$ cat src/rtl/daq_pkg.sv
// Shared definitions for the DAQ trigger sequencer: default widths and the
// acquisition FSM state encoding.
package daq_pkg;

  // Width of the trigger divider's pulse counter; the frame tag copies it verbatim.
  localparam int DIV_PULSE_CTR_W = 6;

  localparam int DEF_DLY_W  = 8;
  localparam int DEF_LEN_W  = 10;
  localparam int DEF_TAG_W  = DIV_PULSE_CTR_W;
  localparam int DEF_MISS_W = 8;

  // Acquisition FSM states; the encoding is visible on the state debug port.
  typedef enum logic [1:0] {
    ST_IDLE  = 2'd0,
    ST_DELAY = 2'd1,
    ST_ACQ   = 2'd2,
    ST_FRAME = 2'd3
  } daq_state_t;

endpackage

$ cat src/rtl/daq_trig_sequencer_sat_counter.sv
// Saturating up-counter. It holds at all-ones and clears synchronously on clr
// or asynchronously on rst.
module sat_counter
  import daq_pkg::*;
#(
  parameter int W = DEF_MISS_W
) (
  input  logic         clk,
  input  logic         rst,
  input  logic         inc,
  input  logic         clr,
  output logic [W-1:0] cnt
);

  // Count up on inc and stop at the maximum value.
  always_ff @(posedge clk or posedge rst) begin
    if (rst) begin
      cnt <= '0;
    end else if (clr) begin
      cnt <= '0;
    end else if (inc && (cnt != '1)) begin
      cnt <= cnt + W'(1);
    end
  end

endmodule

$ cat src/rtl/daq_trig_sequencer.sv
// DAQ trigger sequencer. It runs one acquisition per accepted trigger:
// a programmable delay, then a capture window of acq_len samples, then a frame
// handshake with the readout stage.
//
// Handshakes:
//  - Trigger: a trigger is accepted at a clock edge where trig_out=1 and
//    trig_rdy=1. trig_rdy is high only in IDLE, so any trig_out seen while it
//    is low counts as a miss.
//  - Frame: the frame transfers at a clock edge where frame_valid=1 and
//    frame_ack=1. frame_valid stays high with stable tag, fb and len until that
//    edge. frame_ack has no effect while frame_valid is low.
module daq_trig_sequencer
  import daq_pkg::*;
#(
  parameter int DLY_W  = DEF_DLY_W,
  parameter int LEN_W  = DEF_LEN_W,
  parameter int TAG_W  = DEF_TAG_W,
  parameter int MISS_W = DEF_MISS_W
) (
  input  logic              clk,
  input  logic              rst,
  input  logic              trig_out,
  input  logic              trig_strb,
  input  logic [TAG_W-1:0]  pulse_ctr,
  input  logic [DLY_W-1:0]  acq_delay,
  input  logic [LEN_W-1:0]  acq_len,
  input  logic              frame_ack,
  output logic              acq_en,
  output logic [LEN_W-1:0]  acq_addr,
  output logic              frame_valid,
  output logic [TAG_W-1:0]  frame_tag,
  output logic              frame_fb,
  output logic [LEN_W-1:0]  frame_len,
  output logic              trig_rdy,
  output logic [MISS_W-1:0] missed_ctr,
  output logic [1:0]        state_dbg
);

  daq_state_t       state;
  logic [DLY_W-1:0] dly_cnt;
  logic             accept;
  logic             miss;

  // After reset, trig_rdy is low for one cycle while the FSM is already in
  // IDLE. A trigger in that cycle is treated as a miss, so the divider always
  // sees a rising edge of trig_rdy before it can fire again.
  assign accept    = (state == ST_IDLE) && trig_rdy && trig_out;
  assign miss      = trig_out && !accept;
  assign state_dbg = state;

  // Acquisition FSM. frame_len also serves as the latched sample count.
  always_ff @(posedge clk or posedge rst) begin
    if (rst) begin
      state       <= ST_IDLE;
      dly_cnt     <= '0;
      trig_rdy    <= 1'b0;
      acq_en      <= 1'b0;
      acq_addr    <= '0;
      frame_valid <= 1'b0;
      frame_tag   <= '0;
      frame_fb    <= 1'b0;
      frame_len   <= '0;
    end else begin
      case (state)
        ST_IDLE: begin
          trig_rdy <= 1'b1;
          if (accept) begin
            trig_rdy  <= 1'b0;
            frame_tag <= pulse_ctr;
            frame_fb  <= trig_strb;
            frame_len <= acq_len;
            dly_cnt   <= acq_delay;
            if (acq_delay != '0) begin
              state <= ST_DELAY;
            end else if (acq_len != '0) begin
              state    <= ST_ACQ;
              acq_en   <= 1'b1;
              acq_addr <= '0;
            end else begin
              state       <= ST_FRAME;
              frame_valid <= 1'b1;
            end
          end
        end
        ST_DELAY: begin
          if (dly_cnt == DLY_W'(1)) begin
            if (frame_len != '0) begin
              state    <= ST_ACQ;
              acq_en   <= 1'b1;
              acq_addr <= '0;
            end else begin
              state       <= ST_FRAME;
              frame_valid <= 1'b1;
            end
          end else begin
            dly_cnt <= dly_cnt - DLY_W'(1);
          end
        end
        ST_ACQ: begin
          if (acq_addr == (frame_len - LEN_W'(1))) begin
            state       <= ST_FRAME;
            acq_en      <= 1'b0;
            acq_addr    <= '0;
            frame_valid <= 1'b1;
          end else begin
            acq_addr <= acq_addr + LEN_W'(1);
          end
        end
        ST_FRAME: begin
          if (frame_ack) begin
            state       <= ST_IDLE;
            frame_valid <= 1'b0;
            trig_rdy    <= 1'b1;
          end
        end
        default: begin
          state <= ST_IDLE;
        end
      endcase
    end
  end

  // Diagnostic count of triggers dropped while busy.
  sat_counter #(.W(MISS_W)) u_missed (
    .clk (clk),
    .rst (rst),
    .inc (miss),
    .clr (1'b0),
    .cnt (missed_ctr)
  );

endmodule

$ cat config.mk
export PLATFORM = sky130hd
export DESIGN_NAME = daq_trig_sequencer
export DESIGN_NICKNAME = d
export VERILOG_FILES = /design/src/rtl/daq_pkg.sv /design/src/rtl/daq_trig_sequencer_sat_counter.sv /design/src/rtl/daq_trig_sequencer.sv
export SDC_FILE = /design/constraint.sdc
export NUM_CORES = 1
export LEC_CHECK = 0
export BUFFER_PORTS_ARGS = -buffer_cell sky130_fd_sc_hd__buf_2
export CORE_MARGIN = 2
export CORE_UTILIZATION = 35
export CTS_CLUSTER_DIAMETER = 200
export DETAILED_ROUTE_END_ITERATION = 10
export PLACE_DENSITY_LB_ADDON = 0.15
export SYNTH_ARGS = -nofsm -noshare
export SYNTH_HDL_FRONTEND = slang
export SYNTH_HIERARCHICAL = 1
export SYNTH_SLANG_ARGS = --single-unit
$ cat constraint.sdc
create_clock -name clk -period 3.1 [get_ports clk]
set_input_delay 0.31 -clock clk [delete_from_list [all_inputs] [get_ports clk]]
set_output_delay 0.31 -clock clk [all_outputs]
set_load 0.01 [all_outputs]
After elaboration in Yosys (flattened, before gate mapping)
Index checks and enable logic that the tools add are counted.

Input bits: 29. Word-level logic and storage cells: 85. Bits in registers: 48. Output and inout port bits: 40.

$add $sub $neg: 4. Reduce and logical (&&, ||, !) cells: 19. Equal/unequal tests: 16. Mux-type cells: 36.

Operators with widths (number): two-way mux 10 bit (6); case mux 10 bit (3 select lines) (1); nonzero test 10 bit (2); inequality test 2 bit, second input constant (9); two-way mux 1 bit (17); two-way mux 8 bit (2); case mux 8 bit (2 select lines) (1); AND reduction 7 bit (2); adder 10 x 1 -> 10 bit, second input constant (1); equality test 10 bit (1); two-way mux 2 bit (5); subtractor 10 x 1 -> 10 bit, second input constant (1); adder 8 x 1 -> 8 bit, second input constant (1); equality test 8 x 1 -> 1 bit, second input constant (1); inequality test 8 bit, second input constant (1); case mux 2 bit (4 select lines) (1); nonzero test 8 bit (1); subtractor 8 x 1 -> 8 bit, second input constant (1); AND reduction 6 bit (1); equality test 2 bit, second input constant (2); logical AND 1 bit (4); case mux 1 bit (4 select lines) (1); AND reduction 2 bit (2); AND reduction 4 bit (1); other kinds (9) (10).

Longest topological paths before layout
Word-level depth: 6. Mapped depth: 10. Depth with buffers taken out: 9.

Cells and area by module
The synthesis kept the hierarchy.

Modules (own cells, without submodules): daq_trig_sequencer (sequential area each 1001.0 sq um, area an instance 2519.9 sq um, cells each 265, instances 1); sat_counter (sequential area each 200.2 sq um, area an instance 504.2 sq um, cells each 49, instances 1).

Worst setup path after synthesis
Ideal clock, no wire load.

Kind: register to register. Start point: register frame_len[0]. End point: register state[1], in the netlist state_dbg[1]. Cell stages (with the launch flop): 11. Path slack: 467 ps. Arrival time: 2554 ps. Library setup time: 79 ps. Data required time: 3021 ps. Clock period less this slack: 2633 ps. Cell sequence: dfrtp_1 inv_1 ha_1 clkbuf_1 nor2b_1 or3_1 a311o_1 a311oi_4 a21oi_4 nor2_4 mux2i_1.

Cells in the longest elaborated chain, start to end: 4.

RTL lines: from (decl) (line daq_trig_sequencer.sv:33) `output logic [LEN_W-1:0] frame_len,`; from (signal assigned) (line daq_trig_sequencer.sv:71) `frame_len <= acq_len;`; subtractor 10 x 1 -> 10 bit (line daq_trig_sequencer.sv:100) `if (acq_addr == (frame_len - LEN_W'(1))) begin`; equality test 10 bit (line daq_trig_sequencer.sv:100); inequality test 2 bit (no line); AND reduction 4 bit (no line); to (signal assigned) (line daq_trig_sequencer.sv:101) `state <= ST_FRAME;`; to (signal assigned) (line daq_trig_sequencer.sv:111) `state <= ST_IDLE;`; to (signal assigned) (line daq_trig_sequencer.sv:117) `state <= ST_IDLE;`; to (decl) (line daq_trig_sequencer.sv:39) `daq_state_t state;`.

Every way passes these cells. A chain may end at the register's enable or synchronous reset.

Worst setup path in the final report
Start point: register frame_len[3]. End point: register acq_addr[9].

Cells in the longest elaborated chain, start to end: 4.

RTL lines: subtractor 10 x 1 -> 10 bit (line daq_trig_sequencer.sv:100); equality test 10 bit (line daq_trig_sequencer.sv:100); two-way mux 10 bit (line daq_trig_sequencer.sv:100); case mux 10 bit (3 select lines) (line daq_trig_sequencer.sv:64) `case (state)`; to (signal assigned) (line daq_trig_sequencer.sv:106) `acq_addr <= acq_addr + LEN_W'(1);`; to (decl) (line daq_trig_sequencer.sv:29) `output logic [LEN_W-1:0] acq_addr,`.

Several ways; a longest one is shown, not always the timed one.

==> flow_summary_export.csv <==
group,metric,value,unit
place,place_area,3460,µm²
place,dp_hpwl,5.35,mm
setup_path,path_max_fanout,17,
timing,worst_slew_pin_slew,0.997,ns
synth,ys.flop_type,"dfrtp_1",
place,gp_congestion,0.796,
routing,route.detailed.drc,0,
synth,netlist_area,3020,µm²
place,io_buffers,68,
routing,wire_per_inst,14.6,µm
clock_tree,cts_resized,0,
clock_tree,clk_pin_slew,0.09,ns
synth,synthCells,314,
timing,fin_crit_sh,87.8,%
synth,synth_top_area_share,39.7,%
cells_and_area,nets,417,
setup_path,critPathArrivalTime,2.89,ns
global_routing,grt_util_all_layers,15.1,%
timing,maxSlewViolCount,0,
timing,relSlewSlack,33.1,%
timing,rsz0062_at_grt,"no",
clock_tree,root_buffer,"clkbuf_8",
global_routing,grt_pass1_wl,11.8,mm
synth,synth_top_family_by_area,"simple AND/OR/NAND/NOR gates",
synth,synthTopCellsByArea,"dfrtp_1, mux2_2, o21ai_0",
global_routing,overflow,0,
global_routing,antenna_found_initial,0,
synth,synthSimpleGateAreaFrac,20.4,%
worst_hold_path,hold_start,"pulse_ctr[0]",
routing,vias,2528,
power_and_ir_drop,finalPower,3.00,mW
routing,postRouteAntennaNets,0,
cells_and_area,final_area,3560,µm²
clock_tree,cts_tree,"done",
synth,yosysTopAreaCell,"dfrtp_1",
die,core,8300,µm²
cells_and_area,fill_cells,843,
cells_and_area,drive_gt1_share,31.3,%
die,die_h,97.0,µm
timing,setup_violations,0,
cells_and_area,fin_cells,485,
synth,synthAdderAreaFrac,3.72,%
setup_path,crit-reg2reg-launch,"frame_len[3]$_DFFE_PP0P_",
routing,first_iter_violations,79,
setup_path,critical_path_class,"register to register",
synth,ys_types,65,
timing,fin_crit,2.72,ns
cells_and_area,syn2layout_area_growth,17.7,%
die,die_w,97.0,µm
routing,first_pass_iters,4,
clock_tree,cts_hold_buf,1,
die,fp.dieArea,9400,µm²
routing,wl,7.09,mm
synth,synth_nets,352,
power_and_ir_drop,ir_drop,0.424,mV
die,start_util,36.4,%
setup_path,start_kind,"register",
power_and_ir_drop,p_leak,1.59,nW
run_status,status,"complete, no violations",
synth,synth-seq-area-share,39.7,%
place,dp.cells,476,
global_routing,grt_pass1_vias,2406,
die,row_count,33,
synth,synth-edff-count,0,
timing,final_hold_viol_count,0,
timing,timing.fmax,0.368,GHz
routing,vias_per_cell,5.21,
clock_tree,clk_path_buf_depth,2,
setup_path,crit_path_start,"frame_len[3]$_DFFE_PP0P_",
timing,finClkSkew,0.00981,ns
clock_tree,insertion_delay,0.30,ns
clock_tree,post-cts-setup-buffers,0,
synth,post_synth.cell_area_avg,9.63,µm²
die,ioPinCount,69,
clock_tree,cts_sinks,48,
synth,synth_xor_area_share,3.48,%
synth,ys_warn_count,6,
timing,whs,0.238,ns
global_routing,grt_max_degree,23,
flow_run,drv_cap,0,
setup_path,crit_required,3.27,ns
synth,synth_mux_area_share,10.6,%
synth,postSynth.asyncResetShare,100,%
cells_and_area,num_antenna_cells,0,
setup_path,endpoint_kind,"register",
clock_tree,numCtsBuffers,5,
worst_hold_path,min_path_type,"primary input to register",
clock_tree,htree_levels,2,
synth,ys_ff_latch,48,
power_and_ir_drop,powerDensity,843,nW/µm²
timing,setup_tns,0,ns
synth,synth_compound_area_share,17.9,%
-- per-layer routing --
layer / wire [µm] / vias to the layer above / share of wire [%] / GRT usage (%)
met1: 3490 / 1197 / 49 / 20.6
met2: 3190 / 55 / 45 / 24.1
met3: 334 / 5 / 4.7 / 3.83
met5: 0 / - / 0 / 0
met4: 71 / 0 / 1.0 / 3.58
li1: - / 1271 / - / -
-- worst paths after layout --
| path | endpoint | slack (ns) | depth (start not counted) |
|---|---|---|---|
| worst max-delay path | acq_addr[9]$_DFFE_PP0P_ | 0.38 | 6 |
| min in group asynchronous | u_missed/cnt[0]$_DFFE_PP0P_ | 0.52 | 3 |
| worst min-delay path | frame_tag[0]$_DFFE_PP0P_ | 0.24 | 2 |
| worst min register to register | frame_tag[0]$_DFFE_PP0P_ | 0.51 | 1 |
| max in group asynchronous | acq_addr[8]$_DFFE_PP0P_ | 1.64 | 4 |
| worst max register to register | acq_addr[9]$_DFFE_PP0P_ | 0.38 | 6 |
-- cells by family (layout without fill, tap and decap cells) --
kind of cell | count (synthesis) | count (layout)
buffers and inverters | 30 | 96
flip-flops | 48 | 48
other | 1 | 1
adder cells (fa/ha/maj) | 9 | 9
AND/OR/NAND/NOR | 115 | 115
multiplexers | 28 | 28
XOR/XNOR | 12 | 12
AO/OA/AOI/OAI | 71 | 71
-- critical path, stage by stage (launching register included) --
cell and delay, ns:
dfrtp_1 0.47, or4_1 0.66, nor3_1 0.22, nor4b_1 0.39, a2111o_1 0.48, nand2b_4 0.27
o311ai_2 0.10
-- layout by cell type (no fill, tap or decap), types with 3 or more instances in the layout --
cell type	instances
a211oi_1	3
a21oi_1	10
a31oi_1	3
and3_1	3
buf_2	68
buf_4	4
clkbuf_8	6
dfrtp_1	48
ha_1	9
inv_1	14
mux2_2	17
mux2_4	4
mux2i_1	7
nand2_1	25
nand2b_1	6
nand3_1	13
nor2_1	22
nor2b_1	8
nor3_1	7
nor4_1	7
o21ai_0	23
o22a_1	3
o311ai_2	3
o31ai_1	3
or3_1	4
or4_1	5
xnor2_1	8
xor2_1	4
-- synth_stat cells (2+ instances only) --
| master | count |
|---|---|
| o311ai_2 | 3 |
| mux2_4 | 4 |
| or2_2 | 2 |
| ha_1 | 9 |
| nor4_1 | 7 |
| and3_1 | 3 |
| xor2_1 | 4 |
| clkbuf_1 | 11 |
| nand4_1 | 2 |
| nor3_1 | 7 |
| o22a_1 | 3 |
| mux2i_1 | 7 |
| o311a_1 | 2 |
| dfrtp_1 | 48 |
| a31oi_1 | 3 |
| nor2_1 | 22 |
| inv_1 | 14 |
| or4_1 | 5 |
| a21oi_2 | 2 |
| nand2_1 | 25 |
| a21oi_1 | 10 |
| o211ai_1 | 2 |
| mux2_2 | 17 |
| xnor2_1 | 8 |
| nor2b_1 | 8 |
| a211oi_1 | 3 |
| o31ai_1 | 3 |
| or3_1 | 4 |
| o21ai_0 | 23 |
| nand3_1 | 13 |
| nand2b_1 | 6 |
-- state kept, by name, indices dropped and copies added, names as in the netlist --
register	cells
acq_addr	10
acq_en	1
dly_cnt	8
frame_fb	1
frame_len	10
frame_tag	6
frame_valid	1
state_dbg	2
trig_rdy	1
u_missed/cnt	8
-- power breakdown --
part           internal [mW]  switching, mW  total [mW]
clock network          0.183          0.212       0.394
registers              0.839          0.251        1.09
logic                  0.690          0.828        1.52
-- through the flow --
step	setup slack (ns)	util, %
2_1_floorplan	0.467	-
3_3_place_gp	0.399	41.7
3_5_place_dp	0.377	41.7
4_1_cts	0.365	42.9
5_1_grt	0.145	42.9
6_report	0.380	42.9
-- layout make-up --
cell class,count,area [µm²],area share (%)
multi-input combinational,236,1700,47.8
timing repair buffer,73,380,10.7
inverter,15,56.3,1.58
tap,105,131,3.69
clock buffer,8,90.1,2.53
sequential,48,1200,33.7
No activity file was read; power rests on OpenSTA's default activity.
